`src/rtl/tempsens_pkg.sv`:
```
// rtl/tempsens_pkg.sv - shared state encoding and defaults for the RO temperature sequencer
package tempsens_pkg;

    typedef enum logic [2:0] {
        S_IDLE    = 3'd0,
        S_SETTLE  = 3'd1,
        S_GATE    = 3'd2,
        S_HOLD    = 3'd3,
        S_CAPTURE = 3'd4,
        S_ACCUM   = 3'd5,
        S_COLLECT = 3'd6,
        S_DONE    = 3'd7
    } state_t;

    localparam int CW_DEF      = 16;
    localparam int TIMEOUT_DEF = 255;

    function automatic int max_int(input int a, input int b);
        return (a > b) ? a : b;
    endfunction

endpackage

```
`src/rtl/tempsens_win_timer.sv`:
```
// rtl/tempsens_win_timer.sv - loadable down-counter; terminal count flags the last cycle of an interval
module tempsens_win_timer #(
    parameter int W = 12
) (
    input  logic         i_clk,
    input  logic         i_reset,
    input  logic         i_load,
    input  logic [W-1:0] i_load_val,
    output logic         o_tc
);

    logic [W-1:0] r_cnt;

    // Loading len-1 makes o_tc high on exactly the len-th cycle after the load.
    always_ff @(posedge i_clk) begin
        if (i_reset) begin
            r_cnt <= '0;
        end else if (i_load) begin
            r_cnt <= i_load_val;
        end else if (r_cnt != '0) begin
            r_cnt <= r_cnt - W'(1);
        end
    end

    assign o_tc = (r_cnt == '0);

endmodule

```
`src/rtl/tempsens_seq.sv`:
```
// rtl/tempsens_seq.sv - RO temperature measurement sequencer; TEMPSENS_SEQ_TIMEOUT_EN adds the ACCUM wait timeout
module tempsens_seq
    import tempsens_pkg::*;
#(
    parameter int N          = 8,
    parameter int CW         = CW_DEF,
    parameter int WIN_W      = 12,
    parameter int SETTLE_CYC = 4,
    parameter int TIMEOUT    = TIMEOUT_DEF
) (
    input  logic             i_clk,
    input  logic             i_reset,
    input  logic             i_start,
    input  logic             i_continuous,
    input  logic [WIN_W-1:0] i_win_len,
    input  logic [CW-1:0]    i_ro_cnt,
    input  logic             i_avg_rdy,
    input  logic [N-1:0]     i_avg_out,
    output logic             o_ro_en,
    output logic             o_ro_cnt_clr,
    output logic             o_ro_cnt_gate,
    output logic             o_avg_en,
    output logic             o_avg_sum_en,
    output logic [CW-1:0]    o_avg_in,
    output logic [N-1:0]     o_result,
    output logic             o_result_valid,
    output logic             o_busy,
    output logic             o_ovf,
    output logic             o_err
);

    // One timer serves every interval, so it is sized for the widest of them.
    localparam int TW = max_int(WIN_W, max_int($clog2(SETTLE_CYC + 1), $clog2(TIMEOUT + 1)));

    state_t           r_state;
    state_t           w_next;
    logic [WIN_W-1:0] r_win;
    logic [CW-1:0]    r_avg_in;
    logic [N-1:0]     r_result;
    logic             r_ovf;

    logic             w_launch;
    logic             w_tmr_load;
    logic [TW-1:0]    w_tmr_val;
    logic             w_tmr_tc;

    tempsens_win_timer #(
        .W(TW)
    ) u_timer (
        .i_clk      (i_clk),
        .i_reset    (i_reset),
        .i_load     (w_tmr_load),
        .i_load_val (w_tmr_val),
        .o_tc       (w_tmr_tc)
    );

`ifdef TEMPSENS_SEQ_TIMEOUT_EN
    logic r_err;
    logic w_set_err;
    logic w_clr_err;
`endif

    always_ff @(posedge i_clk) begin
        if (i_reset) begin
            r_state <= S_IDLE;
        end else begin
            r_state <= w_next;
        end
    end

    always_comb begin
        w_next         = r_state;
        w_launch       = 1'b0;
        w_tmr_load     = 1'b0;
        w_tmr_val      = '0;
        o_ro_en        = 1'b0;
        o_ro_cnt_clr   = 1'b0;
        o_ro_cnt_gate  = 1'b0;
        o_avg_en       = 1'b0;
        o_avg_sum_en   = 1'b0;
        o_result_valid = 1'b0;
`ifdef TEMPSENS_SEQ_TIMEOUT_EN
        w_set_err      = 1'b0;
        w_clr_err      = 1'b0;
`endif
        case (r_state)
            S_IDLE: begin
                if (i_start || i_continuous) begin
                    w_next     = S_SETTLE;
                    w_launch   = 1'b1;
                    w_tmr_load = 1'b1;
                    w_tmr_val  = TW'(SETTLE_CYC - 1);
`ifdef TEMPSENS_SEQ_TIMEOUT_EN
                    w_clr_err  = 1'b1;
`endif
                end
            end
            S_SETTLE: begin
                o_ro_en      = 1'b1;
                o_ro_cnt_clr = 1'b1;
                if (w_tmr_tc) begin
                    w_next     = S_GATE;
                    w_tmr_load = 1'b1;
                    w_tmr_val  = TW'(r_win) - TW'(1);
                end
            end
            S_GATE: begin
                o_ro_en       = 1'b1;
                o_ro_cnt_gate = 1'b1;
                if (w_tmr_tc) begin
                    w_next = S_HOLD;
                end
            end
            S_HOLD: begin
                o_ro_en = 1'b1;
                w_next  = S_CAPTURE;
            end
            S_CAPTURE: begin
                o_ro_en = 1'b1;
                w_next  = S_ACCUM;
`ifdef TEMPSENS_SEQ_TIMEOUT_EN
                w_tmr_load = 1'b1;
                w_tmr_val  = TW'(TIMEOUT - 1);
`endif
            end
            S_ACCUM: begin
                o_ro_en      = 1'b1;
                o_avg_en     = 1'b1;
                o_avg_sum_en = 1'b1;
                if (i_avg_rdy) begin
                    w_next = S_COLLECT;
`ifdef TEMPSENS_SEQ_TIMEOUT_EN
                end else if (w_tmr_tc) begin
                    w_next    = S_IDLE;
                    w_set_err = 1'b1;
`endif
                end
            end
            S_COLLECT: begin
                o_ro_en  = 1'b1;
                o_avg_en = 1'b1;
                w_next   = S_DONE;
            end
            S_DONE: begin
                o_ro_en        = 1'b1;
                o_result_valid = 1'b1;
                if (i_continuous) begin
                    w_next     = S_SETTLE;
                    w_launch   = 1'b1;
                    w_tmr_load = 1'b1;
                    w_tmr_val  = TW'(SETTLE_CYC - 1);
                end else begin
                    w_next = S_IDLE;
                end
            end
            default: begin
                w_next = S_IDLE;
            end
        endcase
    end

    // Window is frozen at launch; a zero request still gates for one cycle.
    always_ff @(posedge i_clk) begin
        if (i_reset) begin
            r_win <= '0;
        end else if (w_launch) begin
            r_win <= (i_win_len == '0) ? WIN_W'(1) : i_win_len;
        end
    end

    always_ff @(posedge i_clk) begin
        if (i_reset) begin
            r_avg_in <= '0;
            r_ovf    <= 1'b0;
        end else if (r_state == S_CAPTURE) begin
            r_avg_in <= i_ro_cnt;
            r_ovf    <= (i_ro_cnt == {CW{1'b1}});
        end
    end

    always_ff @(posedge i_clk) begin
        if (i_reset) begin
            r_result <= '0;
        end else if (r_state == S_DONE) begin
            r_result <= i_avg_out;
        end
    end

`ifdef TEMPSENS_SEQ_TIMEOUT_EN
    always_ff @(posedge i_clk) begin
        if (i_reset) begin
            r_err <= 1'b0;
        end else if (w_clr_err) begin
            r_err <= 1'b0;
        end else if (w_set_err) begin
            r_err <= 1'b1;
        end
    end

    assign o_err = r_err;
`else
    assign o_err = 1'b0;
`endif

    assign o_avg_in = r_avg_in;
    assign o_result = r_result;
    assign o_ovf    = r_ovf;
    assign o_busy   = (r_state != S_IDLE);

endmodule
```
`config.mk`:
```
export PLATFORM = sky130hd
export DESIGN_NAME = tempsens_seq
export DESIGN_NICKNAME = d
export VERILOG_FILES = /design/src/rtl/tempsens_pkg.sv /design/src/rtl/tempsens_win_timer.sv /design/src/rtl/tempsens_seq.sv
export SDC_FILE = /design/constraint.sdc
export NUM_CORES = 1
export LEC_CHECK = 0
export CAP_MARGIN = 30
export CORE_MARGIN = 4
export CORE_UTILIZATION = 35
export DETAILED_ROUTE_END_ITERATION = 12
export SYNTH_ARGS = -nofsm -noshare
export SYNTH_HDL_FRONTEND = slang
export SYNTH_SLANG_ARGS = --single-unit
```
`constraint.sdc`:
```
create_clock -name i_clk -period 3.1 [get_ports i_clk]
set_input_delay 0.775 -clock i_clk [delete_from_list [all_inputs] [get_ports i_clk]]
set_output_delay 0.775 -clock i_clk [all_outputs]
set_load 0.03 [all_outputs]
```
==> flow_summary.ini <==
[floorplan]
die-area_um2 = 8751
horizontal_die_dimension_um = 93.55
dieHeight_um = 93.55
io_pins = 74
initial_utilization_pct = 36.88
floorplan.rows = 30
core_region_area_um2 = 6944

[sta]
worst_pin_slew_ps = 594.1
period_needed_ps = 2775
finalSetupTns_ps = 0
clock_skew_ps = 6.045
fmaxAchievable_mhz = 360.4
post-route-period-util_pct = 89.51
unrepaired_setup_endpoints_after_global_routing = no
final_max_slew_violation_count = 0
relSlewSlack_pct = 60.40
final-setup-viol-count = 0
number_of_failing_hold_endpoints_at_the_final_stage = 0

[detailed_routing]
totalWireLength_um = 6462
wl_per_cell_um = 13.32
detail-route-antenna-nets = 0
avgViaCountPerCell = 4.876
drt_pre_antenna_iters = 4
drt_iter0_markers = 80
drc = 0
routed-via-count = 2365

[clock_network]
clock-sinks = 52
worst_setup_hold_path_clk_slew_ps = 90
tritoncts = done
number_of_clock_buffers_inserted_by_tritoncts = 5
worst_skew_pair.late_latency_ps = 300
cts_resized = 0
cell_chosen_for_the_clock_root = clkbuf_8
post_cts_buffers = 0
cts_hold_buf = 0
cts-root-to-sink-buffers = 2
ctsHtreeMaxLevel = 2

[worst_setup_path]
worstReg2RegEnd = u_timer.r_cnt[0]
timing.critical_path.required_ps = 2320
worst-r2r-cell-count = 7
path_class = reg2out
worst_r2r_startpoint = u_timer.r_cnt[0]
setup.worst_path.start_class = flip-flop
worstSetupEndpointType = primary output
reg2reg_slack_ps = 830
worst-path-max-fanout = 16
cp_data_arrival_time_ps = 2000

[logic_synthesis]
gate_count_after_technology_mapping = 321
syn-mean-instance-area_um2 = 7.979
synth_enable_flop_cells = 0
synth.yosys.seq_area_share_pct = 40.64
synthesis.nets = 365
synthesis.area_um2 = 2561
synth_flop_cell = dfxtp_1
number_of_synthesized_register_bits = 52
synth.lib_cells_used.distinct = 55
postSynth.asyncResetShare_pct = 0
synthesis.yosys.warnings = 0

[global_route]
number_of_antenna_violations_at_the_first_check_in_global_routing = 0
via_count_of_the_first_global_routing_pass = 2286
globalRouteTotalUtil_pct = 15.09
global_route.overflow_total = 0
grt_start_max_net_pins = 44
grt_first_pass_wirelength_um = 10800

[placed_design]
port_buffers = 72
gpl.final_weighted_congestion = 0.7600
hpwl_um = 4874
placed_cells_incl_taps = 477

[hold_path]
type_of_the_tightest_min_delay_check = reg2reg
min_from = o_avg_in[11]
min_path_cells = 2
whs_endpoint = o_avg_in[11]

[power_and_ir_drop]
peakVddDrop_uv = 249.1
switching_share_pct = 41.23
power_leakage_nw = 1.214
powerDensity_nw_per_um2 = 761.4
internal_power_mw = 1.547
total_switching_power_mw = 1.086
power.sequential.fraction_pct = 35.1
comb_power_share_pct = 50.3
power.clock.fraction_pct = 14.6
report.power.total_mw = 2.633

[final_layout]
signed_area_change_from_the_synthesized_netlist_to_the_final_layout_pct = 35.03
most_common_library_cell_in_the_layout_ignoring_fill_and_taps = nand2_1
diodes = 0
final_cell_count_no_fill = 485
mostFrequentLayoutCells = 83 x nand2_1, 72 x clkdlybuf4s50_1, 50 x dfxtp_1
layout_cell_share_with_drive_strength_beyond_1_pct = 7.969
design.final.nets = 432

[run]
max_cap_viol_count = 0

[status]
status = complete, no violations
critical path: stages, from the launching register on:
cell	delay [ps]
dfxtp_2	510
nand3_2	250
clkinv_1	230
clkdlybuf4s50_1	710
worst max-delay path by stage:
stage	startpoint	to	slack (ps)	depth (start not counted)
4_1_cts	r_state[2]	o_result_valid	100	3
3_3_place_gp	r_state[2]	o_result_valid	510	3
2_1_floorplan	r_state[1]	o_avg_en	780	3
6_report	r_state[2]	o_result_valid	330	3
5_1_grt	r_state[2]	o_result_valid	160	3
3_5_place_dp	r_state[2]	o_result_valid	440	3
Yosys cell counts (2+ instances only):
| master | count | area share (%) |
|---|---|---|
| clkbuf_1 | 10 | 1.5 |
| or3_1 | 2 | 0.49 |
| inv_1 | 8 | 1.2 |
| nand3_2 | 2 | 0.78 |
| a211oi_1 | 3 | 0.88 |
| dfxtp_1 | 52 | 41 |
| buf_2 | 4 | 0.78 |
| ha_1 | 3 | 1.5 |
| nor3_1 | 8 | 1.6 |
| nor4_1 | 4 | 0.98 |
| nand4b_1 | 3 | 1.0 |
| a21oi_1 | 43 | 8.4 |
| buf_4 | 2 | 0.59 |
| nand3_1 | 2 | 0.39 |
| buf_1 | 2 | 0.29 |
| nor3b_2 | 3 | 1.5 |
| nand4_1 | 6 | 1.5 |
| mux2i_1 | 3 | 1.2 |
| a31oi_1 | 2 | 0.49 |
| o31ai_1 | 3 | 0.88 |
| xor2_1 | 6 | 2.1 |
| a22oi_1 | 4 | 1.2 |
| o21ai_0 | 3 | 0.59 |
| nand2_1 | 83 | 12 |
| nand2b_1 | 2 | 0.49 |
| a21boi_0 | 2 | 0.59 |
| xnor2_1 | 10 | 3.4 |
| nor2_1 | 19 | 2.8 |
stage by stage:
| stage | hold slack (ps) | utilization (%) | worst slack, ps | area (um2) |
|---|---|---|---|---|
| after floorplan | 443.6 | - | 783.7 | 2561 |
| after global placement | 440.9 | 48.49 | 509.8 | 3367 |
| after detailed placement | 447.4 | 48.49 | 442.7 | 3367 |
| after CTS | 461.5 | 49.77 | 96.50 | 3456 |
| after global routing | 487.2 | 49.80 | 163.2 | 3458 |
| final | 458.1 | 49.80 | 325.1 | 3458 |
power by group through the flow:
| stage | logic, mW | clock network, mW | registers (mW) |
|---|---|---|---|
| 6_report | 1.32 | 0.385 | 0.925 |
| 2_1_floorplan | 1.00 | 0 | 0.910 |
| 3_3_place_gp | 1.33 | 0 | 0.932 |
| 5_1_grt | 1.48 | 0.428 | 0.947 |
| 3_5_place_dp | 1.33 | 0 | 0.940 |
| 4_1_cts | 1.34 | 0.401 | 0.922 |
state kept, by name, indices dropped and copies added (netlist names):
| register | flops |
|---|---|
| o_ovf | 1 |
| r_win | 12 |
| o_result | 8 |
| o_avg_in | 16 |
| r_state | 3 |
| u_timer.r_cnt | 12 |
kinds of logic after synthesis:
logic type / count (synthesis) / share of synthesized area (%)
AO/OA/AOI/OAI: 70 / 17.15
XOR/XNOR: 16 / 5.471
adder cells (fa/ha/maj): 3 / 1.466
buffers and inverters: 27 / 4.446
flip-flops: 52 / 40.64
multiplexers: 3 / 1.172
other: 1 / 0.1464
AND/OR/NAND/NOR: 149 / 29.51
per-layer routing:
| metal | track usage, % | routed length (um) | vias to the layer above | part of all wire (%) |
|---|---|---|---|---|
| li1 | - | - | 1242 | - |
| met5 | 0 | 0 | - | 0 |
| met1 | 19.92 | 3022 | 1071 | 47 |
| met2 | 24.00 | 2966 | 47 | 46 |
| met3 | 4.747 | 404 | 5 | 6.3 |
| met4 | 3.610 | 69 | 0 | 1.1 |
layout make-up:
| class | instances | area [um2] |
|---|---|---|
| clock inverter | 2 | 16.27 |
| sequential | 52 | 1044 |
| tap | 96 | 120.1 |
| fill | 679 | 3486 |
| timing repair buffer | 78 | 765.7 |
| multi-input combinational | 242 | 1406 |
| inverter | 9 | 33.78 |
| clock buffer | 6 | 72.57 |
Power figures use the tool's default switching activity.
